===== src/rtl/jk_bank_arbiter.sv =====
// Round-robin arbiter and command sequencer for a shared bank of JK flip-flops.
// Each accepted command drives J/K for one cycle, waits a settle window, then checks Q.
module jk_bank_arbiter #(
  parameter int WIDTH         = 4,
  parameter int SETTLE_CYCLES = 1
) (
  input  logic             clk,
  input  logic             rst,
  input  logic             req0_valid,
  input  logic [1:0]       req0_op,
  input  logic [WIDTH-1:0] req0_mask,
  output logic             req0_ready,
  input  logic             req1_valid,
  input  logic [1:0]       req1_op,
  input  logic [WIDTH-1:0] req1_mask,
  output logic             req1_ready,
  output logic [WIDTH-1:0] j,
  output logic [WIDTH-1:0] k,
  input  logic [WIDTH-1:0] q,
  output logic             busy,
  output logic             done,
  output logic             err,
  output logic             done_id
);

  typedef enum logic [1:0] {IDLE, DRIVE, SETTLE, CHECK} state_t;
  typedef enum logic [1:0] {OP_INC, OP_SET, OP_RESET, OP_TOGGLE} op_t;

  localparam int CW = (SETTLE_CYCLES > 1) ? $clog2(SETTLE_CYCLES) : 1;

  state_t           state, state_next;
  logic             last_grant;
  logic [CW-1:0]    cnt;
  op_t              op_q, sel_op;
  logic [WIDTH-1:0] mask_q, sel_mask;
  logic [WIDTH-1:0] expected_q, expected_next;
  logic             id_q;
  logic             grant0, grant1, accept, settle_last;
  logic             carry;

  // NOTE: every signal written in an always_comb gets a default first, so no path can infer a latch.
  always_comb begin
    grant0 = 1'b0;
    grant1 = 1'b0;
    if (state == IDLE && !rst) begin
      // On a tie the requester that was not granted last wins.
      grant0 = req0_valid && (!req1_valid || last_grant);
      grant1 = req1_valid && (!req0_valid || !last_grant);
    end
  end

  assign accept     = grant0 || grant1;
  assign req0_ready = grant0;
  assign req1_ready = grant1;
  assign sel_op     = grant1 ? op_t'(req1_op) : op_t'(req0_op);
  assign sel_mask   = grant1 ? req1_mask : req0_mask;
  assign busy       = (state != IDLE);
  assign settle_last = (state == SETTLE) && (cnt == CW'(SETTLE_CYCLES - 1));

  always_comb begin
    expected_next = q;
    case (sel_op)
      OP_SET:    expected_next = q | sel_mask;
      OP_RESET:  expected_next = q & ~sel_mask;
      OP_TOGGLE: expected_next = q ^ sel_mask;
      OP_INC:    expected_next = q + WIDTH'(1);
      default:   expected_next = q;
    endcase
  end

  always_comb begin
    state_next = state;
    case (state)
      IDLE:    if (accept) state_next = DRIVE;
      DRIVE:   state_next = SETTLE;
      SETTLE:  if (settle_last) state_next = CHECK;
      CHECK:   state_next = IDLE;
      default: state_next = IDLE;
    endcase
  end

  always_comb begin
    j     = '0;
    k     = '0;
    carry = 1'b1;
    if (state == DRIVE && !rst) begin
      case (op_q)
        OP_SET:    j = mask_q;
        OP_RESET:  k = mask_q;
        OP_TOGGLE: begin
          j = mask_q;
          k = mask_q;
        end
        OP_INC: begin
          // Ripple increment: bit i toggles when all lower live Q bits are one.
          for (int i = 0; i < WIDTH; i++) begin
            j[i]  = carry;
            k[i]  = carry;
            carry = carry & q[i];
          end
        end
        default: begin
          j = '0;
          k = '0;
        end
      endcase
    end
  end

  // NOTE: sequential state uses non-blocking assignments so all registers update together at the edge.
  always_ff @(posedge clk) begin
    if (rst) begin
      state      <= IDLE;
      last_grant <= 1'b1;
      cnt        <= '0;
      done       <= 1'b0;
      err        <= 1'b0;
      done_id    <= 1'b0;
    end else begin
      state <= state_next;
      if (accept) last_grant <= grant1;
      cnt  <= (state == SETTLE) ? cnt + CW'(1) : '0;
      done <= settle_last;
      err  <= settle_last && (q != expected_q);
      if (settle_last) done_id <= id_q;
    end
  end

  // NOTE: command payload registers carry no reset; they are only read after an accept loads them.
  always_ff @(posedge clk) begin
    if (accept) begin
      op_q       <= sel_op;
      mask_q     <= sel_mask;
      id_q       <= grant1;
      expected_q <= expected_next;
    end
  end

endmodule


===== config.mk =====
export PLATFORM = sky130hd
export DESIGN_NAME = jk_bank_arbiter
export DESIGN_NICKNAME = d
export VERILOG_FILES = /design/src/rtl/jk_bank_arbiter.sv
export SDC_FILE = /design/constraint.sdc
export NUM_CORES = 1
export LEC_CHECK = 0
export ABC_AREA = 1
export CAP_MARGIN = 20
export CORE_MARGIN = 3
export CORE_UTILIZATION = 43
export DETAILED_ROUTE_END_ITERATION = 10
export PLACE_DENSITY = 0.72
export SLEW_MARGIN = 25
export SYNTH_ARGS = -nofsm -noshare
export SYNTH_HDL_FRONTEND = slang
export SYNTH_SLANG_ARGS = --single-unit

===== constraint.sdc =====
create_clock -name clk -period 1.9 [get_ports clk]
set_input_delay 0.38 -clock clk [delete_from_list [all_inputs] [get_ports clk]]
set_output_delay 0.38 -clock clk [all_outputs]
set_load 0.1 [all_outputs]

==> results.py, run 1 <==
metrics = {
    "power_and_ir_drop": {
        "power_per_cell_area_nw_per_um2": 1050,
        "vdd_drop_max_uv": 1040,
        "cellLeakagePower_uw": 0.000963,
    },
    "critical_path": {
        "critPathKind": "flip-flop to primary output",
        "worstPathMaxFanout": 5,
        "critPathSlowestCell": "edfxtp_1",
        "path_buf_inv": 1,
        "path_cells": "nor2_4 -> nand2_2 -> a21oi_4 -> buf_12",
        "crit_path_max_incr_delay_ns": 0.49,
        "path_depth": 4,
        "end_kind": "primary output",
        "reg2reg_depth": 10,
        "cpLargestDelayFamily": "flip-flops",
        "start_kind": "flip-flop",
        "worstPathRequired_ns": 1.52,
        "arrival_ns": 1.53,
    },
    "clocking": {
        "clock_latency_ns": 0.30,
        "cts_hold_buf": 0,
        "tritoncts": "built",
        "clockRootBuffer": "clkbuf_4",
        "clk_pin_slew_worst_paths_ns": 0.10,
        "cts_made_buffers": 3,
        "clock_path_buffers": 2,
        "cts_sinks": 18,
        "h-tree-depth": 1,
    },
    "detailed_routing": {
        "vias": 1282,
        "dr.pass1.iters": 4,
        "drt_iter0_drc": 33,
        "ant_nets": 0,
        "routedWlPerCell_um": 13.1,
        "viasPerCell": 5.15,
        "remaining_drc_errors": 0,
        "finalWirelength_um": 3260,
    },
    "grt": {
        "grt_pass1_vias": 1193,
        "antenna_found_initial": 0,
        "grt-ovfl-total": 0,
        "grt_pass1_wl_um": 4920,
        "grt_max_degree": 13,
        "grt_usage_pct": 17.7,
    },
    "die": {
        "dieArea_um2": 3650,
        "core-area_um2": 2780,
        "ios": 34,
        "start_util_pct": 45.8,
        "die_w_um": 60.4,
        "die_h_um": 60.4,
        "num_rows": 19,
    },
    "yosys": {
        "syn_area_per_cell_um2": 8.49,
        "yosysSeqAreaShare_pct": 36.9,
        "synth_edf_count": 11,
        "synthMuxAreaShare_pct": 0,
        "synthArstFlopShare_pct": 0,
        "yosys.area_share.simple_pct": 27.8,
        "synth_compound_area_share_pct": 11.0,
        "synth_xor_area_share_pct": 3.44,
        "synth_area_um2": 1270,
        "syn_nets": 184,
        "yosysWarnings": 0,
        "synthAdderAreaFrac_pct": 13.8,
        "syn_inst": 150,
        "synth_top_family_by_area": "simple AND/OR/NAND/NOR gates",
        "synth_cell_types": 23,
        "synth-main-ff-cell": "edfxtp_1",
        "ys_ff_latch": 18,
    },
    "run_status": {
        "run_status": "complete, but fails checks",
        "violations": "setup timing",
    },
    "timing": {
        "tightest_slew_ns": 0.273,
        "whs_ns": 0.508,
        "fin_setup_tns_ns": -0.0282,
        "final-setup-viol-count": 4,
        "relSlewSlack_pct": 81.6,
        "drv_slew": 0,
        "max_clock_freq_mhz": 523,
        "grt_setup_unrepaired": "yes",
        "fin_crit_sh_pct": 101,
        "skew_ns": 0.00542,
        "finalHoldViolations": 0,
        "fin_crit_ns": 1.91,
        "setup_slack_ns": -0.0114,
    },
    "finish": {
        "synthToLayoutAreaGrowth_pct": 71.6,
        "fill_cells": 194,
        "antenna_cells": 0,
        "final_area_um2": 2190,
        "layout-drive-gt1-share_pct": 39.9,
        "final_util_pct": 78.6,
        "layout.nets": 253,
    },
    "min_path": {
        "min_path_cells": 2,
        "hp-class": "flip-flop to flip-flop",
    },
    "placed_design": {
        "port_buffers": 33,
        "placed_area_um2": 1960,
        "gp_congestion": 0.764,
        "place_hpwl_um": 2450,
    },
    "flow_run": {
        "max_cap_violations": 0,
    },
}
[state kept, by name, summed over array words and instances, names as in the netlist]
name and cells:
state 2, last_grant 1, mask_q 4, cnt 1, err 1, id_q 1
done 1, expected_q 4, done_id 1, op_q 2
[power breakdown]
| group | switching [uW] | internal, uW | total, uW |
|---|---|---|---|
| clock network | 119 | 117 | 236 |
| registers | 58.7 | 537 | 596 |
| logic | 895 | 560 | 1450 |
| total | 1070 | 1210 | 2290 |
[area by class of cell]
class | instances | area [um2] | area share (%)
clock buffers | 4 | 36.3 | 1.66
well taps | 31 | 38.8 | 1.77
multi-input cells | 108 | 862 | 39.4
inverters | 24 | 97.6 | 4.46
repair buffers | 64 | 678 | 31.0
flip-flops and latches | 18 | 473 | 21.6
[logic make-up (layout without fill, tap and decap cells)]
group,Yosys count,count (layout)
AO/OA/AOI/OAI,23,23
XOR/XNOR,5,5
AND/OR/NAND/NOR,66,66
flip-flops,18,18
buffers and inverters,24,92
adder cells (fa/ha/maj),14,14
[placed cells by master (no fill, tap or decap), types with 6 or more instances in the layout]
| master | instances |
|---|---|
| nand3_1 | 15 |
| nand4_1 | 6 |
| clkdlybuf4s50_1 | 16 |
| edfxtp_1 | 11 |
| ha_1 | 11 |
| a21oi_4 | 7 |
| nand2_1 | 18 |
| inv_1 | 20 |
| buf_12 | 12 |
| buf_4 | 32 |
| nand2_2 | 7 |
[Yosys cell counts (2+ instances only)]
cell type	count	area share [%]
nand2_1	23	6.8
inv_1	22	6.5
nand3_1	15	5.9
ha_1	14	14
a21oi_1	11	4.3
edfxtp_1	11	26
nor2_1	8	2.4
dfxtp_1	7	11
nand4_1	6	2.9
nand2_2	4	2.0
o21ai_0	4	1.6
o21ai_2	4	2.8
or2_1	4	2.0
xnor2_1	3	2.1
inv_2	2	0.59
nand2_4	2	1.8
nor2_4	2	1.8
o21bai_1	2	1.2
xor2_1	2	1.4
[worst paths after layout]
kind,from,endpoint,slack (ns)
hold / removal,id_q,done_id,0.51
setup / recovery,op_q[1],k[3],-0.01
hold reg to reg,id_q,done_id,0.51
setup reg to reg,state[1],expected_q[2],0
[metrics by stage]
stage	setup slack, ns	power, uW	instances
2_1_floorplan	-0.179	1440	150
3_3_place_gp	-0.206	1840	233
3_5_place_dp	-0.269	1870	233
4_1_cts	0.000914	2160	241
5_1_grt	-0.107	2400	249
6_report	-0.0114	2290	249
[worst reg2reg max path: cells and delay by family, from the launching register on]
family	cells	cell delay (ns)
AND/OR/NAND/NOR	5	0.71
adder cells (fa/ha/maj)	2	0.41
flip-flops	1	0.35
buffers and inverters	2	0.11
AO/OA/AOI/OAI	1	0.09
[layer usage]
metal  vias up  share of wire [%]  global-route usage (%)
met3         5                5.4                    2.77
met2        43                 53                    33.3
met1       599                 40                    20.2
met4         0                1.6                    5.88
li1        635                  -                       -
met5         -                  0                       0
[repair_timing]
action	in CTS	in global routing
endpoints found under the setup margin	10	13
buffers inserted	5	8
resized for setup	12	14
pin swaps	4	14
No activity file was read; power rests on OpenSTA's default activity.
==> run 2: changes to the inputs <==
--- a/config.mk
+++ b/config.mk
@@ -9,6 +9,7 @@
 export CAP_MARGIN = 20
 export CORE_MARGIN = 3
 export CORE_UTILIZATION = 43
+export CTS_CLUSTER_DIAMETER = 50
 export DETAILED_ROUTE_END_ITERATION = 10
 export PLACE_DENSITY = 0.72
 export SLEW_MARGIN = 25
==> results of run 2 <==
Final layout, timing and power as in run 1 (identical DEF).
==> RTL edit 1, RTL diff (config.mk and constraints of run 1) <==
Encoding of `state_t`: now Gray code (2 bits for 4 states).
--- a/src/rtl/jk_bank_arbiter.sv
+++ b/src/rtl/jk_bank_arbiter.sv
@@ -25,3 +25,3 @@
 
-  typedef enum logic [1:0] {IDLE, DRIVE, SETTLE, CHECK} state_t;
+  typedef enum logic [1:0] {IDLE = 2'b00, DRIVE = 2'b01, SETTLE = 2'b11, CHECK = 2'b10} state_t;
   typedef enum logic [1:0] {OP_INC, OP_SET, OP_RESET, OP_TOGGLE} op_t;
Formal check against the unedited RTL: no difference found for any inputs over 10 cycles, from zero or initial values and one cycle with rst high; not proved beyond that.
==> RTL edit 1 against run 1 <==
Worst setup slack improved by 27 ps. Synthesized area increased by 1.8%. Sequential cell count unchanged. Fmax increased by 1.4%. Cell area decreased by 2.6%. Wire length decreased by 4.8%. Power decreased by 33%. First-iteration DRC count increased by 6.1%. Combinational power decreased by 46%. Worst hold slack got worse by 150 ps. Clock skew increased by 2.9 ps. Utilization decreased by 2.7 points. Largest cell class unchanged. Highest routed layer unchanged.
==> RTL edit 1: results (changes against run 1) <==
{
  "total_leakage_power": {"value": 0.939, "unit": "nW", "change": "-2.4%"},
  "hold_class": {"value": "in -> reg"},
  "hold_start": {"value": "rst"},
  "dp.final_hpwl": {"value": 2420, "unit": "µm", "change": "-1.2%"},
  "drive_gt1_share": {"value": 45.6, "unit": "%", "change": "+5.7 points"},
  "detailedPlace.worstSlack": {"value": -326, "unit": "ps", "change": "-57.6 ps"},
  "grt.total_usage": {"value": 17.7, "unit": "%", "change": "-0.026 points"},
  "first_global_vias": {"value": 1153, "change": "-3.4%"},
  "vias_per_cell": {"value": 5.03, "change": "-2.2%"},
  "ys_top_cells_by_area": {"value": "edfxtp_1 (25%), dfxtp_1 (11%), ha_1 (9.7%), nand3_1 (5.8%), nand2_4 (5.2%)"},
  "post_cts.repair.setup_buffers": {"value": 1, "change": "-4"},
  "run_status": {"value": "finished clean"},
  "gp_congestion": {"value": 0.756, "change": "-1.0%"},
  "finalClockSkew": {"value": 8.31, "unit": "ps", "change": "+2.89 ps"},
  "cts_repair_resize_count": {"value": 11, "change": "-1"},
  "synth.top_cells.by_count": {"value": "nand2_1 (17), inv_1 (16), nand3_1 (15)"},
  "synth.yosys.seq_area_share": {"value": 36.3, "unit": "%", "change": "-0.64 points"},
  "r2r_start": {"value": "state[0]"},
  "insertion_delay": {"value": 290, "unit": "ps"},
  "wl": {"value": 3110, "unit": "µm", "change": "-4.8%"},
  "post_synth_edffs": {"value": 11, "change": "unchanged"},
  "critical_path_arrival": {"value": 1500, "unit": "ps", "change": "-30 ps"},
  "total_clock_buffers_created_by_cts": {"value": 3, "change": "unchanged"},
  "irDropWorstVdd": {"value": 0.000313, "unit": "V", "change": "-70%"},
  "reg_top3": {"value": "expected_q: 4 flops, mask_q: 4 flops"},
  "postSynthNetCount": {"value": 174, "change": "-5.4%"},
  "maxSlewHeadroom": {"value": 81.6, "unit": "%", "change": "about the same"},
  "drt_first_iter_violations": {"value": 35, "change": "+6.1%"},
  "p_sw_share": {"value": 41.4, "unit": "%", "change": "-5.5 points"},
  "num-nets-final": {"value": 237, "change": "-6.3%"},
  "synthDistinctLibCells": {"value": 28, "change": "+22%"}
}
RTL edit 1: metal layers:
layer  wire length (µm)  global-route usage, %
met4                 48                   8.98
met3                122                   2.34
met2               1700                   33.6
met1               1240                   18.7
met5                  0                      0
RTL edit 1: final cells by class:
class / instances / area (µm²)
multi-input combinational: 103 / 858
fill: 202 / 676
timing repair buffer: 58 / 621
sequential: 18 / 475
inverter: 23 / 100
tap: 31 / 38.8
clock buffer: 4 / 36.3
RTL edit 1: worst paths after layout:
check | endpoint | slack (ps) | depth (start not counted)
worst min-delay path | state[1] | 360 | 2
worst max-delay path | k[2] | 20 | 4
worst max register to register | expected_q[1] | 230 | 9
worst min register to register | state[0] | 490 | 2
RTL edit 1: cells by family (layout without fill, tap and decap cells):
kind of cell / after synthesis / count (layout) / share of synthesized area, %
xor gates and xnor gates: 5 / 5 / 3.38
AOI/OAI and AO/OA: 17 / 17 / 9.17
DFF: 18 / 18 / 36.3
buffers and inverters: 23 / 85 / 6.85
and+or+nand+nor: 71 / 71 / 34.7
adders and majority gates: 10 / 10 / 9.65
RTL edit 1: through the flow:
stage | std cells | total power [mW] | instance area, µm² | setup TNS [ps]
2_1_floorplan | 144 | 0.975 | 1350 | -1850
3_3_place_gp | 228 | 1.23 | 1970 | -4490
3_5_place_dp | 228 | 1.25 | 1970 | -6040
4_1_cts | 233 | 1.49 | 2030 | 0
5_1_grt | 237 | 1.61 | 2130 | -186
6_report | 237 | 1.53 | 2130 | 0
RTL edit 1: power groups by stage:
stage | clock network, mW | registers, mW | logic, mW
finish | 0.233 | 0.513 | 0.784
global placement | 0 | 0.510 | 0.719
global route | 0.250 | 0.518 | 0.837
CTS | 0.237 | 0.507 | 0.745
detailed placement | 0 | 0.514 | 0.736
floorplan | 0 | 0.534 | 0.441
==> RTL edit 2, RTL diff (flow settings as in run 1) <==
Without the edit above. `WIDTH`: 4 -> 3.
--- a/src/rtl/jk_bank_arbiter.sv
+++ b/src/rtl/jk_bank_arbiter.sv
@@ -3,3 +3,3 @@
 module jk_bank_arbiter #(
-  parameter int WIDTH         = 4,
+  parameter int WIDTH         = 3,
   parameter int SETTLE_CYCLES = 1
Interface: changed (5 resized); port bits go from 34 to 29. The function was not compared with the original's and may differ.
==> RTL edit 2 against run 1 <==
Wire length down 15%. Fmax up 1.1%. Cell area down 16%. Sequential share of layout area up 0.74 points. Clock skew down 4.4 ps. Power down 14%. Sequential cell count down 2. Synthesized area down 15%. Worst setup slack better by 20 ps.
==> RTL edit 2: results (changes against run 1) <==
{
  "p_sw_share": {"value": 48.4, "unit": "%", "change": "+1.5 points"},
  "crit_end": {"value": "req0_ready"},
  "reg2reg_slack": {"value": 30, "unit": "ps", "change": "+30 ps"},
  "drive_gt1_share": {"value": 40.4, "unit": "%", "change": "+0.51 points"},
  "grt.total_usage": {"value": 17.7, "unit": "%", "change": "-0.020 points"},
  "drt_first_iter_violations": {"value": 22, "change": "-33%"},
  "place.port_buffers": {"value": 28, "change": "-15%"},
  "share_of_flip_flops_with_an_asynchronous_set_or_reset_after_synthesis": {"value": 0, "unit": "%", "change": "unchanged"},
  "cp_slowest_cell": {"value": "dfxtp_2"},
  "critical_path_arrival": {"value": 1510, "unit": "ps", "change": "-20 ps"},
  "post_synth.cell_area_avg": {"value": 8.24, "unit": "µm²", "change": "-2.9%"},
  "postSynthNetCount": {"value": 159, "change": "-14%"},
  "dp.final_hpwl": {"value": 2110, "unit": "µm", "change": "-14%"},
  "power_density": {"value": 1070, "unit": "mW/mm²", "change": "+2.2%"},
  "dp_cells": {"value": 210, "change": "-9.9%"},
  "proportion_of_power_drawn_by_flip_flops_and_latches": {"value": 26.7, "unit": "%", "change": "+0.6 points"},
  "maxSlewHeadroom": {"value": 74.0, "unit": "%", "change": "-7.6 points"},
  "detailedPlace.worstSlack": {"value": -264, "unit": "ps", "change": "+4.62 ps"},
  "first_global_vias": {"value": 1074, "change": "-10%"},
  "whs": {"value": 493, "unit": "ps", "change": "-14.8 ps"},
  "run_status": {"value": "finished clean"},
  "post_cts.repair.setup_buffers": {"value": 4, "change": "-1"},
  "max_clock_freq": {"value": 529, "unit": "MHz", "change": "+1.1%"},
  "wl": {"value": 2760, "unit": "µm", "change": "-15%"},
  "dominantRegCellSynth": {"value": "edfxtp_1"},
  "irDropWorstVdd": {"value": 0.00101, "unit": "V", "change": "-2.8%"},
  "synth.yosys.seq_area_share": {"value": 38.0, "unit": "%", "change": "+1.1 points"},
  "synthDistinctLibCells": {"value": 24, "change": "+4.3%"},
  "comb_power_share": {"value": 63.5, "unit": "%", "change": "about the same"},
  "wl_per_cell": {"value": 12.5, "unit": "µm", "change": "-4.7%"},
  "gp_congestion": {"value": 0.824, "change": "+7.9%"},
  "postPlaceCellArea": {"value": 0.00172, "unit": "mm²", "change": "-13%"},
  "reg_top3": {"value": "expected_q: 3 flops, mask_q: 3 flops"},
  "ys_top_cells_by_area": {"value": "edfxtp_1 (25%), dfxtp_1 (13%), ha_1 (13%), nand2_1 (8.7%), inv_1 (5.9%)"},
  "r2r_end": {"value": "expected_q[1]"},
  "worstSetupStartpoint": {"value": "state[1]"},
  "post_synth_edffs": {"value": 9, "change": "-2"},
  "grt_max_degree": {"value": 11, "change": "-2"},
  "cts_repair_resize_count": {"value": 7, "change": "-5"}
}
## RTL edit 2: changes by cell type after synthesis, moves of 4 or more
cell     before  now
o21ai_2       4    0
or2_1         4    0
nand3_1      15    9
o21ai_1       0    4
inv_1        22   17
## RTL edit 2: cells by family after synthesis
logic type / Yosys count / share of synthesized area, %
flops: 16 / 38.0
buf+inv: 22 / 7.65
xor+xnor: 2 / 1.62
compound gates: 20 / 10.7
simple gates: 60 / 29.3
fa+ha+maj: 11 / 12.7
## RTL edit 2: metal layers
metal | up-vias | global-route usage (%) | wire length, µm
met3 | 0 | 1.16 | 143
met1 | 487 | 20.5 | 1190
met4 | 0 | 8.14 | 0
met5 | - | 0 | 0
met2 | 35 | 32.6 | 1430
li1 | 559 | - | -
## RTL edit 2: layout make-up
class | instances | area, µm²
sequential | 16 | 412
tap | 28 | 35.0
multi-input combinational | 93 | 689
fill | 162 | 458
inverter | 22 | 87.6
timing repair buffer | 58 | 589
clock buffer | 4 | 26.3
